### config.mk
export PLATFORM = sky130hd
export DESIGN_NAME = ysyx_22040895_ifu_fsm
export DESIGN_NICKNAME = d
export VERILOG_FILES = /design/src/rtl/ysyx_22040895_ifu_fsm.sv
export SDC_FILE = /design/constraint.sdc
export NUM_CORES = 1
export LEC_CHECK = 0
export BUFFER_PORTS_ARGS = -buffer_cell sky130_fd_sc_hd__buf_2
export CORE_MARGIN = 5
export CORE_UTILIZATION = 54
export DETAILED_ROUTE_END_ITERATION = 8
export PLACE_DENSITY = 0.9
export SLEW_MARGIN = 20
export SYNTH_ARGS = -nofsm -noshare
export SYNTH_HDL_FRONTEND = slang
export SYNTH_SLANG_ARGS = --single-unit
### constraint.sdc
create_clock -name clk -period 3.95 [get_ports clk]
set_input_delay 0.395 -clock clk [delete_from_list [all_inputs] [get_ports clk]]
set_output_delay 0.395 -clock clk [all_outputs]
set_load 0.05 [all_outputs]
### src/rtl/ysyx_22040895_ifu_fsm.sv
`default_nettype none
// ============================================================================
// Module   : ysyx_22040895_ifu_fsm
// Purpose  : Instruction fetch unit. Owns the fetch PC and issues one request
//            at a time to instruction memory (valid/ready request channel,
//            valid-only response channel). Presents one fetched instruction
//            at a time to decode over a valid/ready handshake. Handles
//            redirects from execute and squashes wrong-path fetches.
// Ports    : clk, rst (sync, active-high)
//            redirect_valid_i / redirect_pc_i        - redirect from execute
//            imem_req_valid_o / imem_req_addr_o /
//            imem_req_ready_i                        - fetch request channel
//            imem_resp_valid_i / imem_resp_inst_i /
//            imem_resp_err_i                         - fetch response channel
//            inst_o_ifu / pc_o_ifu / valid_o_ifu /
//            ready_i_ifu / fetch_err_o_ifu           - decode interface
//            perf_fetch_cnt_o / perf_stall_cnt_o     - only with the macro
// Options  : YSYX_22040895_IFU_PERF_EN adds the two performance counters.
// Revision : 1.0 - initial release
// ============================================================================
module ysyx_22040895_ifu_fsm #(
    parameter logic [63:0] RESET_PC = 64'h8000_0000,
    parameter logic [31:0] NOP_INST = 32'h0000_0013
) (
    input  logic        clk,
    input  logic        rst,
    input  logic        redirect_valid_i,
    input  logic [63:0] redirect_pc_i,
    output logic        imem_req_valid_o,
    output logic [63:0] imem_req_addr_o,
    input  logic        imem_req_ready_i,
    input  logic        imem_resp_valid_i,
    input  logic [31:0] imem_resp_inst_i,
    input  logic        imem_resp_err_i,
    output logic [31:0] inst_o_ifu,
    output logic [63:0] pc_o_ifu,
    output logic        valid_o_ifu,
    input  logic        ready_i_ifu,
    output logic        fetch_err_o_ifu
`ifdef YSYX_22040895_IFU_PERF_EN
    ,
    output logic [63:0] perf_fetch_cnt_o,
    output logic [63:0] perf_stall_cnt_o
`endif
);

    typedef enum logic [1:0] {
        S_IDLE = 2'd0,
        S_REQ  = 2'd1,
        S_WAIT = 2'd2,
        S_HOLD = 2'd3
    } state_t;

    state_t      state_r;
    state_t      state_nxt;
    logic [63:0] pc_r;
    logic [63:0] pc_nxt;
    logic        kill_r;
    logic        kill_nxt;
    logic        capture_en;
    logic [31:0] inst_r;
    logic [63:0] pcout_r;
    logic        err_r;
    logic [63:0] redirect_tgt;

    // Redirect targets are word aligned; the low two bits are dropped.
    assign redirect_tgt = redirect_pc_i & ~64'h3;

    // ------------------------------------------------------------------
    // Next-state / next-PC logic
    // ------------------------------------------------------------------
    always_comb begin
        state_nxt  = state_r;
        pc_nxt     = pc_r;
        kill_nxt   = kill_r;
        capture_en = 1'b0;

        case (state_r)
            S_IDLE: begin
                state_nxt = S_REQ;
                if (redirect_valid_i) begin
                    pc_nxt = redirect_tgt;
                end
            end

            S_REQ: begin
                if (redirect_valid_i) begin
                    pc_nxt = redirect_tgt;
                end
                if (imem_req_ready_i) begin
                    state_nxt = S_WAIT;
                    // The old address was accepted this cycle; its
                    // response belongs to the wrong path.
                    if (redirect_valid_i) begin
                        kill_nxt = 1'b1;
                    end
                end
            end

            S_WAIT: begin
                if (redirect_valid_i) begin
                    pc_nxt   = redirect_tgt;
                    kill_nxt = 1'b1;
                end
                if (imem_resp_valid_i) begin
                    if (kill_r || redirect_valid_i) begin
                        kill_nxt  = 1'b0;
                        state_nxt = S_REQ;
                    end else begin
                        capture_en = 1'b1;
                        state_nxt  = S_HOLD;
                    end
                end
            end

            S_HOLD: begin
                // A redirect wins over a coincident decode handshake.
                if (redirect_valid_i) begin
                    pc_nxt    = redirect_tgt;
                    state_nxt = S_REQ;
                end else if (ready_i_ifu) begin
                    pc_nxt    = pc_r + 64'd4;
                    state_nxt = S_REQ;
                end
            end

            default: begin
                state_nxt = S_IDLE;
            end
        endcase
    end

    // ------------------------------------------------------------------
    // State register
    // ------------------------------------------------------------------
    always_ff @(posedge clk) begin
        if (rst) begin
            state_r <= S_IDLE;
            pc_r    <= RESET_PC;
            kill_r  <= 1'b0;
        end else begin
            state_r <= state_nxt;
            pc_r    <= pc_nxt;
            kill_r  <= kill_nxt;
        end
    end

    // ------------------------------------------------------------------
    // Presented-instruction registers
    // ------------------------------------------------------------------
    always_ff @(posedge clk) begin
        if (rst) begin
            inst_r  <= 32'd0;
            pcout_r <= 64'd0;
            err_r   <= 1'b0;
        end else if (capture_en) begin
            inst_r  <= imem_resp_err_i ? NOP_INST : imem_resp_inst_i;
            pcout_r <= pc_r;
            err_r   <= imem_resp_err_i;
        end
    end

    assign imem_req_valid_o = (state_r == S_REQ);
    assign imem_req_addr_o  = pc_r;
    assign valid_o_ifu      = (state_r == S_HOLD);
    assign inst_o_ifu       = inst_r;
    assign pc_o_ifu         = pcout_r;
    assign fetch_err_o_ifu  = err_r;

`ifdef YSYX_22040895_IFU_PERF_EN
    // ------------------------------------------------------------------
    // Performance counters (free-running, wrap at 2^64)
    // ------------------------------------------------------------------
    logic [63:0] perf_fetch_r;
    logic [63:0] perf_stall_r;

    always_ff @(posedge clk) begin
        if (rst) begin
            perf_fetch_r <= 64'd0;
            perf_stall_r <= 64'd0;
        end else begin
            if ((state_r == S_HOLD) && ready_i_ifu && !redirect_valid_i) begin
                perf_fetch_r <= perf_fetch_r + 64'd1;
            end
            if ((state_r == S_REQ) || (state_r == S_WAIT)) begin
                perf_stall_r <= perf_stall_r + 64'd1;
            end
        end
    end

    assign perf_fetch_cnt_o = perf_fetch_r;
    assign perf_stall_cnt_o = perf_stall_r;
`endif

endmodule
`default_nettype wire

==> impl_metrics.json <==
{
  "cts_tree": "yes",
  "yosysWarnings": 0,
  "n_antenna_cell": 0,
  "rsz0062_at_grt": "false",
  "clock_sinks": 160,
  "mostFrequentLayoutCell": "buf_2",
  "yosysSeqAreaShare_pct": 42.66,
  "coreArea_mm2": 0.01377,
  "critPathKind": "flip-flop to flip-flop",
  "ys_seq_elements": 160,
  "gp_congestion": 0.8831,
  "drive_gt1_share_pct": 27.52,
  "min_period_ns": 2.606,
  "io_pins": 266,
  "grt_pass1_vias": 7195,
  "clk_pin_slew_ns": 0.07,
  "crit_path_start_kind": "flip-flop",
  "cts_hold_buf": 0,
  "setup_viol_count_final": 0,
  "cp_common_cell": "nand4_1",
  "postRouteAntennaNets": 0,
  "crit_slowest_cell": "nor3_1",
  "tns_ns": 0,
  "fmax_ghz": 0.3837,
  "nets": 1265,
  "io_buffers": 259,
  "hold_path.class": "primary input to flip-flop",
  "timing.rr.end": "imem_req_addr_o[52]",
  "wire_per_inst_um": 17.38,
  "cp_num_cells": 5,
  "syn_avg_cell_area_um2": 7.988,
  "crit_start": "imem_req_addr_o[19]",
  "cp.required_ns": 4.29,
  "crit_family": "simple AND/OR/NAND/NOR gates",
  "cts_resized": 0,
  "clock_path_buffers": 2,
  "slew_violations": 0,
  "ys_types": 60,
  "maxCapViolCount": 0,
  "grt_max_degree": 100,
  "rows": 43,
  "min_period_over_period_pct": 65.98,
  "finalHoldViolCount": 0,
  "drc": 0,
  "overflow": 0,
  "worst-path-buf-inv": 0,
  "drt_iter0_drc": 643,
  "cp.arrival_ns": 2.94,
  "synth_edf_count": 0,
  "slew-limit-headroom_pct": 28.62,
  "peakVddDrop_v": 0.0003272,
  "cp_cell_sequence": "nand4_1 > nor3_1 > nand4_1 > or4_1 > a311oi_1",
  "synth_flop_cell": "dfxtp_1",
  "utilization_pct": 68.23,
  "insertion_delay_ns": 0.44,
  "end_kind": "flip-flop",
  "netlist_area_mm2": 0.007508,
  "r2r_start": "imem_req_addr_o[19]",
  "async_flop_share_pct": 0,
  "whs_ns": 0.1963,
  "crit_path_end": "imem_req_addr_o[52]",
  "die_x_um": 127.9,
  "cpPeakStageDelay_ns": 0.54,
  "drt_pass1_iterations": 5,
  "cts_root_buffer": "clkbuf_16",
  "p_leak_nw": 3.753,
  "crit_path_max_fanout": 7,
  "grt_pass1_wl_mm": 36.97,
  "dpl.hpwl_mm": 16.75,
  "synthCells": 940,
  "worst_pin_slew_ns": 1.071,
  "area_growth_pct": 25.16,
  "nFillCells": 1097,
  "antenna_found_initial": 1,
  "finClkSkew_ns": 0.009780,
  "final_cell_mix": "buf_2, nand2_1, dfxtp_1",
  "cts_buffers": 17,
  "htreeDepth": 4,
  "reg2reg_slack_ns": 1.34,
  "grt_usage_pct": 27.92,
  "die_area_mm2": 0.01636,
  "die_h_um": 127.9,
  "cellPowerDensity_mw_per_mm2": 407.2,
  "via_per_inst": 5.826,
  "outcome": "finished, final reports clean",
  "wl_mm": 23.46,
  "rr_worst_depth": 5,
  "post_cts_buffers": 0,
  "start_util_pct": 54.51,
  "vias": 7865
}
cell families after synthesis:
group / share of synthesized area, %
fa+ha+maj: 0.8332
other cells: 0.04994
compound gates: 16.31
simple gates: 31.14
mux: 0.6832
buf+inv: 4.816
xor+xnor: 3.499
flops: 42.66
tightest hold or removal path: cells and delay by family:
kind	cells	cell delay, ns
buffers and inverters	1	0.08
and+or+nand+nor	1	0.07
AOI/OAI and AO/OA	1	0.05
through the flow:
stage | power, mW | cell area (um^2) | std cells | worst slack (ns)
after floorplan | 2.125 | 7520 | 943 | 1.367
after global placement | 2.272 | 8828 | 1318 | 1.442
after detailed placement | 2.282 | 8828 | 1318 | 1.370
after CTS | 3.844 | 9398 | 1350 | 1.366
after global routing | 3.973 | 9398 | 1350 | 1.108
final | 3.827 | 9398 | 1350 | 1.344
routing by layer:
layer | track usage, % | share of wire [%]
met1 | 35.80 | 41
met2 | 45.44 | 48
met3 | 8.375 | 9.0
met4 | 8.427 | 2.3
met5 | 0 | 0.047
cell usage after synthesis, types with 7 or more instances:
library cell | instances | area share [%]
nand2_1 | 193 | 9.6
dfxtp_1 | 160 | 43
a21oi_1 | 105 | 7.0
nor2_1 | 73 | 3.6
clkbuf_1 | 50 | 2.5
a211oi_1 | 30 | 3.0
nor3_1 | 30 | 2.0
nand3b_1 | 29 | 2.9
nand3_1 | 23 | 1.5
nand4_1 | 23 | 1.9
nor4_1 | 20 | 1.7
xnor2_1 | 19 | 2.2
inv_1 | 16 | 0.80
a311oi_1 | 13 | 1.5
and3_1 | 11 | 0.92
xor2_1 | 11 | 1.3
buf_1 | 9 | 0.45
o31ai_1 | 9 | 0.90
or4_1 | 9 | 0.90
a2111oi_0 | 7 | 0.82
o21ai_0 | 7 | 0.47
cell type report:
type                            instances  area (um^2)  area share, %
Clock buffer                           20        456.7          4.860
Clock inverter                         12        112.6          1.198
Inverter                               17        63.81         0.6790
Multi-Input combinational cell        695         3973          42.27
Sequential cell                       160         3203          34.08
Tap cell                              180        225.2          2.396
Timing Repair Buffer                  266         1364          14.51
registers in the layout (all words and copies together), names as in the netlist:
signal	count
fetch_err_o_ifu	1
imem_req_addr_o	62
inst_o_ifu	32
kill_r	1
pc_o_ifu	62
state_r	2
how the worst min path moves through the flow:
stage               depth (start not counted)  slack (ns)             start            endpoint
finish                                      3        0.20  redirect_pc_i[3]  imem_req_addr_o[3]
global route                                3        0.18  redirect_pc_i[3]  imem_req_addr_o[3]
CTS                                         3        0.18  redirect_pc_i[2]  imem_req_addr_o[2]
detailed placement                          2        0.44    inst_o_ifu[21]      inst_o_ifu[21]
global placement                            2        0.44    inst_o_ifu[21]      inst_o_ifu[21]
floorplan                                   2        0.49            kill_r              kill_r
power by group:
group | leakage (nW) | internal (mW) | switching [mW]
logic | 2.17 | 0.146 | 0.349
clock network | 0.276 | 0.901 | 0.675
registers | 1.30 | 1.67 | 0.0890
total | 3.75 | 2.71 | 1.11
Note: power is estimated with default switching activity, not from simulation.
